`src/rtl/div64x32_if.sv`:
```
// ----------------------------------------------------------------------------
// div64x32_if
// Request/response bundle for the 64/32 unsigned divider.
//   start        : request a division (master -> slave)
//   a [63:0]     : unsigned dividend (master -> slave)
//   b [31:0]     : unsigned divisor (master -> slave)
//   busy         : division in progress (slave -> master)
//   done         : one-cycle pulse, results valid (slave -> master)
//   q [31:0]     : quotient (slave -> master)
//   r [31:0]     : remainder (slave -> master)
//   div_by_zero  : divisor was zero (slave -> master)
//   overflow     : quotient does not fit in 32 bits (slave -> master)
// ----------------------------------------------------------------------------
interface div64x32_if;
   logic        start;
   logic [63:0] a;
   logic [31:0] b;
   logic        busy;
   logic        done;
   logic [31:0] q;
   logic [31:0] r;
   logic        div_by_zero;
   logic        overflow;

   modport master (
      output start, a, b,
      input  busy, done, q, r, div_by_zero, overflow
   );

   modport slave (
      input  start, a, b,
      output busy, done, q, r, div_by_zero, overflow
   );
endinterface

```
`src/rtl/div64x32.sv`:
```
// ----------------------------------------------------------------------------
// div64x32
// Multi-cycle unsigned 64-bit by 32-bit restoring divider.
// Ports:
//   clk   : clock, all state changes on the rising edge
//   reset : synchronous, active-high reset
//   bus   : div64x32_if.slave -- start/a/b request, busy/done/q/r/flags result
// A request is accepted in IDLE, screened for divide-by-zero and quotient
// overflow in CHECK, then resolved one quotient bit per cycle over 32 CALC
// cycles. Results and flags hold until the next accepted start or reset.
// ----------------------------------------------------------------------------
module div64x32 (
   input logic       clk,
   input logic       reset,
   div64x32_if.slave bus
);

   typedef enum logic [1:0] {IDLE, CHECK, CALC} state_t;

   state_t      state;
   logic [4:0]  cnt;
   logic        busy_r;
   logic        done_r;
   logic [31:0] q_r;
   logic [31:0] r_r;
   logic        dbz_r;
   logic        ovf_r;

   // Datapath registers (not reset: only meaningful once a request is taken)
   logic [31:0] b_p0;
   logic [32:0] rem_p0;      // partial remainder, starts as a[63:32]
   logic [31:0] dvd_lo_p0;   // low dividend half, shifted out MSB-first
   logic [31:0] quo_p0;      // quotient bits shifted in LSB-first

   logic [32:0] trial;
   logic        take;
   logic [32:0] step_rem;

   // One restoring step; the trial value is kept at full 33 bits so the
   // compare against b never loses the bit shifted out of the remainder.
   always_comb begin
      trial    = {rem_p0[31:0], dvd_lo_p0[31]};
      take     = (trial >= {1'b0, b_p0});
      step_rem = take ? (trial - {1'b0, b_p0}) : trial;
   end

   // Control FSM and result registers
   always_ff @(posedge clk) begin
      if (reset) begin
         state  <= IDLE;
         cnt    <= '0;
         busy_r <= 1'b0;
         done_r <= 1'b0;
         q_r    <= '0;
         r_r    <= '0;
         dbz_r  <= 1'b0;
         ovf_r  <= 1'b0;
      end else begin
         case (state)
            IDLE: begin
               done_r <= 1'b0;
               if (bus.start) begin
                  dbz_r  <= 1'b0;
                  ovf_r  <= 1'b0;
                  busy_r <= 1'b1;
                  state  <= CHECK;
               end
            end
            CHECK: begin
               if (b_p0 == 32'd0) begin
                  dbz_r  <= 1'b1;
                  q_r    <= 32'hFFFF_FFFF;
                  r_r    <= dvd_lo_p0;
                  done_r <= 1'b1;
                  busy_r <= 1'b0;
                  state  <= IDLE;
               end else if (rem_p0[31:0] >= b_p0) begin
                  ovf_r  <= 1'b1;
                  q_r    <= 32'hFFFF_FFFF;
                  r_r    <= 32'hFFFF_FFFF;
                  done_r <= 1'b1;
                  busy_r <= 1'b0;
                  state  <= IDLE;
               end else begin
                  cnt   <= '0;
                  state <= CALC;
               end
            end
            CALC: begin
               cnt <= cnt + 5'd1;
               if (cnt == 5'd31) begin
                  q_r    <= {quo_p0[30:0], take};
                  r_r    <= step_rem[31:0];
                  done_r <= 1'b1;
                  busy_r <= 1'b0;
                  state  <= IDLE;
               end
            end
            default: state <= IDLE;
         endcase
      end
   end

   // Datapath: capture operands on acceptance, then one shift/subtract per CALC cycle
   always_ff @(posedge clk) begin
      case (state)
         IDLE: begin
            if (bus.start) begin
               b_p0      <= bus.b;
               rem_p0    <= {1'b0, bus.a[63:32]};
               dvd_lo_p0 <= bus.a[31:0];
            end
         end
         CALC: begin
            rem_p0    <= step_rem;
            dvd_lo_p0 <= {dvd_lo_p0[30:0], 1'b0};
            quo_p0    <= {quo_p0[30:0], take};
         end
         default: ;
      endcase
   end

   assign bus.busy        = busy_r;
   assign bus.done        = done_r;
   assign bus.q           = q_r;
   assign bus.r           = r_r;
   assign bus.div_by_zero = dbz_r;
   assign bus.overflow    = ovf_r;

endmodule

```
`src/flat_wrapper.sv`:
```
// flat-port wrapper written by rule: the top's interface ports become plain ports
module div64x32_flat 
  (clk, reset, bus_start, bus_a, bus_b, bus_busy, bus_done, bus_q, bus_r, bus_div_by_zero, bus_overflow);
  div64x32_if bus_i ();
  input logic clk;
  input logic reset;
  input wire logic [$bits(bus_i.start)-1:0] bus_start;
  input wire logic [$bits(bus_i.a)-1:0] bus_a;
  input wire logic [$bits(bus_i.b)-1:0] bus_b;
  output wire logic [$bits(bus_i.busy)-1:0] bus_busy;
  output wire logic [$bits(bus_i.done)-1:0] bus_done;
  output wire logic [$bits(bus_i.q)-1:0] bus_q;
  output wire logic [$bits(bus_i.r)-1:0] bus_r;
  output wire logic [$bits(bus_i.div_by_zero)-1:0] bus_div_by_zero;
  output wire logic [$bits(bus_i.overflow)-1:0] bus_overflow;
  assign bus_i.start = bus_start;
  assign bus_i.a = bus_a;
  assign bus_i.b = bus_b;
  assign bus_busy = bus_i.busy;
  assign bus_done = bus_i.done;
  assign bus_q = bus_i.q;
  assign bus_r = bus_i.r;
  assign bus_div_by_zero = bus_i.div_by_zero;
  assign bus_overflow = bus_i.overflow;
  div64x32 u_core (.clk(clk), .reset(reset), .bus(bus_i));
endmodule
```
`config.mk`:
```
export PLATFORM = sky130hd
export DESIGN_NAME = div64x32_flat
export DESIGN_NICKNAME = d
export VERILOG_FILES = /design/src/rtl/div64x32_if.sv /design/src/rtl/div64x32.sv /design/src/flat_wrapper.sv
export SDC_FILE = /design/constraint.sdc
export NUM_CORES = 1
export LEC_CHECK = 0
export CAP_MARGIN = 0
export CORE_UTILIZATION = 30
export DETAILED_ROUTE_END_ITERATION = 10
export GPL_TIMING_DRIVEN = 0
export PLACE_DENSITY = 0.56
export SLEW_MARGIN = 20
export SYNTH_ARGS = -nofsm -noshare
export SYNTH_HDL_FRONTEND = slang
export SYNTH_SLANG_ARGS = --single-unit
```
`constraint.sdc`:
```
create_clock -name clk -period 9 [get_ports clk]
set_clock_uncertainty 0.1 [all_clocks]
set_input_delay 0.9 -clock clk [delete_from_list [all_inputs] [get_ports clk]]
set_output_delay 0.9 -clock clk [all_outputs]
set_load 0.01 [all_outputs]
```
==> impl_metrics.csv, run 1 <==
group,metric,value,unit
placed_design,dp.cells,1636,
grt,grt_busiest_layer,"met2",
grt,gr-total-overflow,0,
clocking,cts_setup_buffers,0,
clocking,cts_root_buffer,"clkbuf_16",
placed_design,place.port_buffers,166,
timing,setup_viol,0,
final_layout,syn2layout_area_growth,29.4,%
setup_path,crit_type,"reg2reg",
setup_path,crit_top_cell,"nand3_1",
clocking,clk_pin_slew_worst_paths,0.06,ns
setup_path,crit_path_cell_trace,"ha_1 -> nand2b_1 -> a2111oi_0 -> o211ai_1 -> a211oi_1 -> o21ai_0 -> a31oi_2 -> nand3_1 -> nand3_1 -> buf_4 -> buf_2 -> nand2_1 -> a21oi_1",
die,die_height,190,µm
grt,antenna_found_initial,5,
grt,met3_usage,3.58,%
clocking,insertion_delay,0.54,ns
grt,grt_pass1_vias,8564,
min_path,hold_class,"reg2reg",
synthesis,synth.cell_area,10600,µm²
grt,grt_start_max_net_pins,33,
route,drc,0,
power,p_leak,0.00506,µW
final_layout,register_area,5320,µm²
grt,grtUsageMet1,24.1,%
timing,setup_tns,0,ns
timing,layout_min_cycle_time,4.11,ns
clocking,cts_resized,0,
route,drtPass1Iterations,5,
flow_run,cap_viol_max_count,0,
setup_path,start_kind,"flip-flop",
die,core,34600,µm²
synthesis,synth_edf_count,127,
die,initial_core_util,30.5,%
final_layout,n_fill_cell,3352,
grt,met2_usage,31.0,%
synthesis,ys_types,69,
timing,worst_slack,4.89,ns
die,dieWidth,190,µm
clocking,cts.path.max_buffers,3,
timing,max_slew_margin,42.9,%
timing,slew_violations,0,
synthesis,synthArstFlopShare,0,%
placed_design,pre_cts_ws,4.92,ns
synthesis,syn_inst,1012,
synthesis,syn_avg_cell_area,10.4,µm²
power,irDropWorstVdd,0.168,mV
setup_path,path_buf_inv,2,
timing,finalCritPeriodShare,45.7,%
route,vias,8587,
clocking,cts_tree,"built",
synthesis,ys_warn_count,0,
final_layout,multi_input_area,4840,µm²
setup_path,cp-end-kind,"flip-flop",
status,status,"finished, final reports clean",
clocking,htree_levels,1,
synthesis,syn_nets,1182,
setup_path,cp.arrival,4.47,ns
route,via_per_inst,5.11,
grt,grt_pass1_wl,50800,µm
timing,worst_hold_slack,0.344,ns
clocking,cts_hold_buf,0,
power,power_density,213,nW/µm²
timing,tightest_slew,0.857,ns
synthesis,synth-seq-cells,202,
die,io_pins,167,
grt,grt.total_usage,18.6,%
route,wire_per_inst,20.2,µm
setup_path,cp_max_fo,10,
die,rows,68,
synthesis,synth_ff_type,"edfxtp_1",
clocking,cts.sinks,202,
route,drt_iter0_markers,562,
final_layout,final_cells,1682,
placed_design,dp_hpwl,26400,µm
route,postRouteAntennaNets,0,
setup_path,cp_slowest_cell,"edfxtp_1",
timing,fmax,243,MHz
clocking,cts_buffers,24,
final_layout,final_util,39.4,%
final_layout,nets,1377,
synthesis,yosysSeqAreaShare,50.3,%
final_layout,drive_above_1_share,9.06,%
timing,grt_setup_unrepaired,"no",
route,wirelength,34000,µm
setup_path,cp_top_family,"compound AO/OA/AOI/OAI gates",
setup_path,critPathRequiredTime,9.35,ns
timing,hold_viol_final,0,
placed_design,finalWeightedCongestion,0.883,
setup_path,slowest_delay,0.51,ns
die,dieArea,36000,µm²
report_power, final:
group	total (µW)	internal [µW]	switching, µW
Sequential	1190	1110	80.4
Clock	935	540	395
Combinational	789	355	434
Total	2910	2000	909
cell usage in the layout, fill, tap and decap left out, drive strengths merged, types with 4 or more instances in the layout:
cell / count
o21a: 24
a21o: 22
a31oi: 7
clkdlybuf4s50: 166
inv: 52
or3: 4
mux2: 35
nand3: 20
nor4: 9
a21boi: 5
nand2b: 9
a21oi: 105
ha: 70
xnor2: 15
o41ai: 5
nor2b: 7
dfxtp: 75
o21ai: 68
o211ai: 32
edfxtp: 127
a211oi: 4
clkbuf: 67
nand2: 106
and3: 7
o21bai: 4
nor2: 61
buf: 24
clkinv: 4
o2bb2ai: 8
nor3: 11
nand4: 15
xor2: 12
metal layers:
metal / vias up / share of wire, %
li1: 4143 / -
met3: 54 / 6.2
met4: 2 / 3.1
met1: 4153 / 44
met5: - / 0.038
met2: 235 / 47
Yosys cell counts (3+ instances only):
cell | number | area [µm²]
clkbuf_1 | 30 | 113
o21ai_0 | 68 | 340
xor2_1 | 12 | 105
nand2b_1 | 9 | 56.3
nand2_1 | 106 | 398
nor3_1 | 11 | 55.1
or3_1 | 4 | 25.0
a31oi_1 | 6 | 37.5
a21boi_0 | 4 | 30.0
dfxtp_1 | 75 | 1500
edfxtp_1 | 127 | 3810
ha_1 | 70 | 876
nand3_1 | 20 | 100
mux2i_1 | 3 | 30.0
a21o_1 | 22 | 165
o21bai_1 | 4 | 30.0
buf_4 | 3 | 22.5
o2bb2ai_1 | 8 | 70.1
or2_2 | 3 | 18.8
xnor2_1 | 15 | 131
a211oi_1 | 4 | 30.0
o41ai_2 | 4 | 65.1
buf_1 | 5 | 18.8
o211ai_1 | 32 | 240
inv_1 | 48 | 180
nor2b_1 | 7 | 43.8
nand4_1 | 15 | 93.8
and3_1 | 7 | 43.8
mux2_2 | 35 | 394
o21a_1 | 24 | 180
nor2_1 | 61 | 229
buf_2 | 11 | 55.1
a21oi_1 | 103 | 515
nor4_1 | 9 | 56.3
sequential cells by signal (all words and copies together) (netlist names):
signal	count
u_core.dvd_lo_p0	32
u_core.rem_p0	32
u_core.bus.done	1
u_core.state	2
u_core.bus.busy	1
u_core.bus.div_by_zero	1
u_core.bus.overflow	1
u_core.quo_p0	31
u_core.bus.q	32
u_core.b_p0	32
u_core.bus.r	32
u_core.cnt	5
worst paths after layout:
kind	from	endpoint	slack, ns	cells past startpoint
worst min register to register	u_core.quo_p0[19]$_DFFE_PP_	u_core.quo_p0[20]$_DFFE_PP_	0.34	0
worst min-delay path	u_core.quo_p0[19]$_DFFE_PP_	u_core.quo_p0[20]$_DFFE_PP_	0.34	0
worst max-delay path	u_core.b_p0[0]$_DFFE_PP_	u_core.bus.r[2]$_SDFFE_PP0P_	4.89	13
worst max register to register	u_core.b_p0[0]$_DFFE_PP_	u_core.bus.r[2]$_SDFFE_PP0P_	4.89	13
through the flow:
step / cell area (µm²) / power (µW)
6_report: 13700 / 2910
5_1_grt: 13700 / 3050
4_1_cts: 13700 / 2940
3_5_place_dp: 12900 / 1990
3_3_place_gp: 12800 / 1980
2_1_floorplan: 10600 / 1650
area by class of cell:
type	instances	area share [%]
antenna	2	0.0366
sequential	202	38.9
clock buffer	37	5.12
tap	455	4.17
inverter	50	1.37
multi-input combinational	709	35.4
timing repair buffer	169	12.8
clock inverter	7	0.504
buffer	51	1.69
logic make-up (layout without fill, tap and decap cells):
logic type / count (synthesis) / count (layout) / share of synthesized area (%)
simple gates: 261 / 261 / 11.4
mux: 38 / 38 / 4.02
buf+inv: 101 / 314 / 3.97
fa+ha+maj: 71 / 71 / 8.48
compound gates: 312 / 312 / 19.6
other cells: 0 / 2 / 0
flops: 202 / 202 / 50.3
xor+xnor: 27 / 27 / 2.24
Note: power is estimated with default switching activity, not from simulation.
==> inputs of run 2 (changes only) <==
Clock period 9 ns to 4.3 ns, I/O delays scaled along.
==> impl_metrics.csv, run 2 (synthesized netlist as in run 1, its figures left out) <==
group,metric,value,unit
status,status,"finished, final reports clean",
die,die_height,190,µm
clocking,cts.sinks,202,
grt,grt_start_max_net_pins,33,
timing,grt_setup_unrepaired,"no",
clocking,cts_root_buffer,"clkbuf_16",
grt,grt_pass1_vias,8684,
timing,worst_slack,0.371,ns
clocking,insertion_delay,0.54,ns
route,via_per_inst,5.12,
route,wire_per_inst,20.2,µm
final_layout,syn2layout_area_growth,30.2,%
final_layout,nets,1379,
min_path,hold_class,"reg2reg",
timing,fmax,255,MHz
power,power_density,455,nW/µm²
route,wirelength,34100,µm
setup_path,start_kind,"flip-flop",
route,m1WireLength,15000,µm
grt,antenna_found_initial,2,
timing,hold_viol_final,0,
timing,tightest_slew,0.806,ns
placed_design,finalWeightedCongestion,0.897,
setup_path,crit_path_cell_trace,"ha_1 -> nand2b_1 -> a2111oi_0 -> o211ai_1 -> a211oi_1 -> o21ai_0 -> a31oi_2 -> buf_4 -> nand3_1 -> and3_1 -> buf_6 -> buf_2 -> a311oi_1",
die,io_pins,167,
power,swShare,30.3,%
route,drtPass1Iterations,5,
timing,max_slew_margin,46.2,%
clocking,cts_buffers,24,
clocking,cts_tree,"built",
final_layout,final_cell_mix,"clkdlybuf4s50_1 (166), edfxtp_1 (127), nand2_1 (106)",
timing,setup_tns,0,ns
setup_path,critPathRequiredTime,4.62,ns
final_layout,drive_above_1_share,9.21,%
placed_design,pre_cts_ws,0.221,ns
route,vias,8617,
power,p_switching,1890,µW
route,routed-wl-met2,16000,µm
clocking,htree_levels,1,
die,initial_core_util,30.5,%
flow_run,cap_viol_max_count,0,
clocking,clk_pin_slew_worst_paths,0.06,ns
route,top_layer,"met5",
power,combPwrFrac,26.5,%
placed_design,place.port_buffers,166,
grt,grt_pass1_wl,51800,µm
power,irDropWorstVdd,0.262,mV
die,dieWidth,190,µm
grt,grt.total_usage,18.9,%
timing,layout_min_cycle_time,3.93,ns
placed_design,dp_hpwl,26500,µm
setup_path,crit_type,"reg2reg",
setup_path,cp_slowest_cell,"edfxtp_1",
power,p_leak,0.00510,µW
die,core,34600,µm²
route,drc,0,
timing,slew_violations,0,
timing,setup_viol,0,
final_layout,final_common_cell,"clkdlybuf4s50_1",
setup_path,slowest_delay,0.50,ns
final_layout,final_util,39.7,%
route,wl_met3,2120,µm
setup_path,cp.arrival,4.25,ns
timing,worst_hold_slack,0.345,ns
setup_path,cp_max_fo,10,
power,p_int,4360,µW
die,rows,68,
power,seqPwrFrac,39.7,%
setup_path,cp-end-kind,"flip-flop",
power,power_frac_clock,33.8,%
timing,finalCritPeriodShare,91.4,%
grt,gr-total-overflow,0,
route,drt_iter0_markers,533,
die,dieArea,36000,µm²
route,postRouteAntennaNets,0,
clocking,cts.path.max_buffers,3,
run 2: cell types whose count changed in the layout (fill, tap and decap cells not counted):
| cell | previous run | this run |
|---|---|---|
| bufinv_16 | 0 | 2 |
| clkbuf_16 | 24 | 26 |
| clkinv_2 | 2 | 0 |
| buf_12 | 0 | 1 |
| buf_4 | 3 | 4 |
| clkbuf_8 | 5 | 4 |
| clkinv_1 | 1 | 2 |
| clkinv_16 | 1 | 0 |
| clkinv_8 | 0 | 1 |
| clkinvlp_4 | 1 | 0 |
| diode_2 | 2 | 1 |
| inv_4 | 2 | 1 |
| nand3_1 | 20 | 19 |
| nand3_2 | 0 | 1 |
run 2: area by class of cell:
class	count	area, µm²
Fill cell	3362	20900
Sequential cell	202	5320
Multi-Input combinational cell	709	4840
Timing Repair Buffer	171	1770
Clock buffer	38	736
Tap cell	455	569
Buffer	51	231
Inverter	50	188
Clock inverter	6	95.1
Antenna cell	1	2.50
run 2: critical path, delay by kind of cell, from the launching register on:
kind	cells	cell delay, ns
buf+inv	3	0.56
flops	1	0.50
simple gates	3	0.62
compound gates	6	1.73
fa+ha+maj	1	0.31
run 2: through the flow:
step	instance area, µm²	std cells	total power, µW
CTS	13700	1681	6300
floorplan	10600	1012	3440
finish	13800	1683	6260
global route	13700	1682	6560
detailed placement	12900	1637	4170
global placement	12800	1633	4150
run 2: power by group through the flow:
stage | Clock (µW) | Combinational, µW | Sequential (µW)
global route | 2230 | 1820 | 2510
floorplan | 0 | 925 | 2520
detailed placement | 0 | 1650 | 2520
global placement | 0 | 1610 | 2540
finish | 2110 | 1660 | 2490
CTS | 2160 | 1660 | 2490
run 2: routing by layer:
layer,vias up,GRT usage (%)
li1,4140,-
met1,4177,24.6
met2,238,31.2
met3,60,3.78
met4,2,6.05
met5,-,0
run 2: final timing paths:
check	cells after the start	startpoint	to	slack (ns)
hold reg to reg	0	u_core.quo_p0[24]$_DFFE_PP_	u_core.quo_p0[25]$_DFFE_PP_	0.34
setup reg to reg	13	u_core.b_p0[0]$_DFFE_PP_	u_core.bus.q[0]$_SDFFE_PP0P_	0.37
setup / recovery	13	u_core.b_p0[0]$_DFFE_PP_	u_core.bus.q[0]$_SDFFE_PP0P_	0.37
hold / removal	0	u_core.quo_p0[24]$_DFFE_PP_	u_core.quo_p0[25]$_DFFE_PP_	0.34
run 2: timing repair:
item,CTS,global route
resized for setup,0,1
buffers inserted,0,1
setup endpoints to repair,0,50
hold buffers,0,0
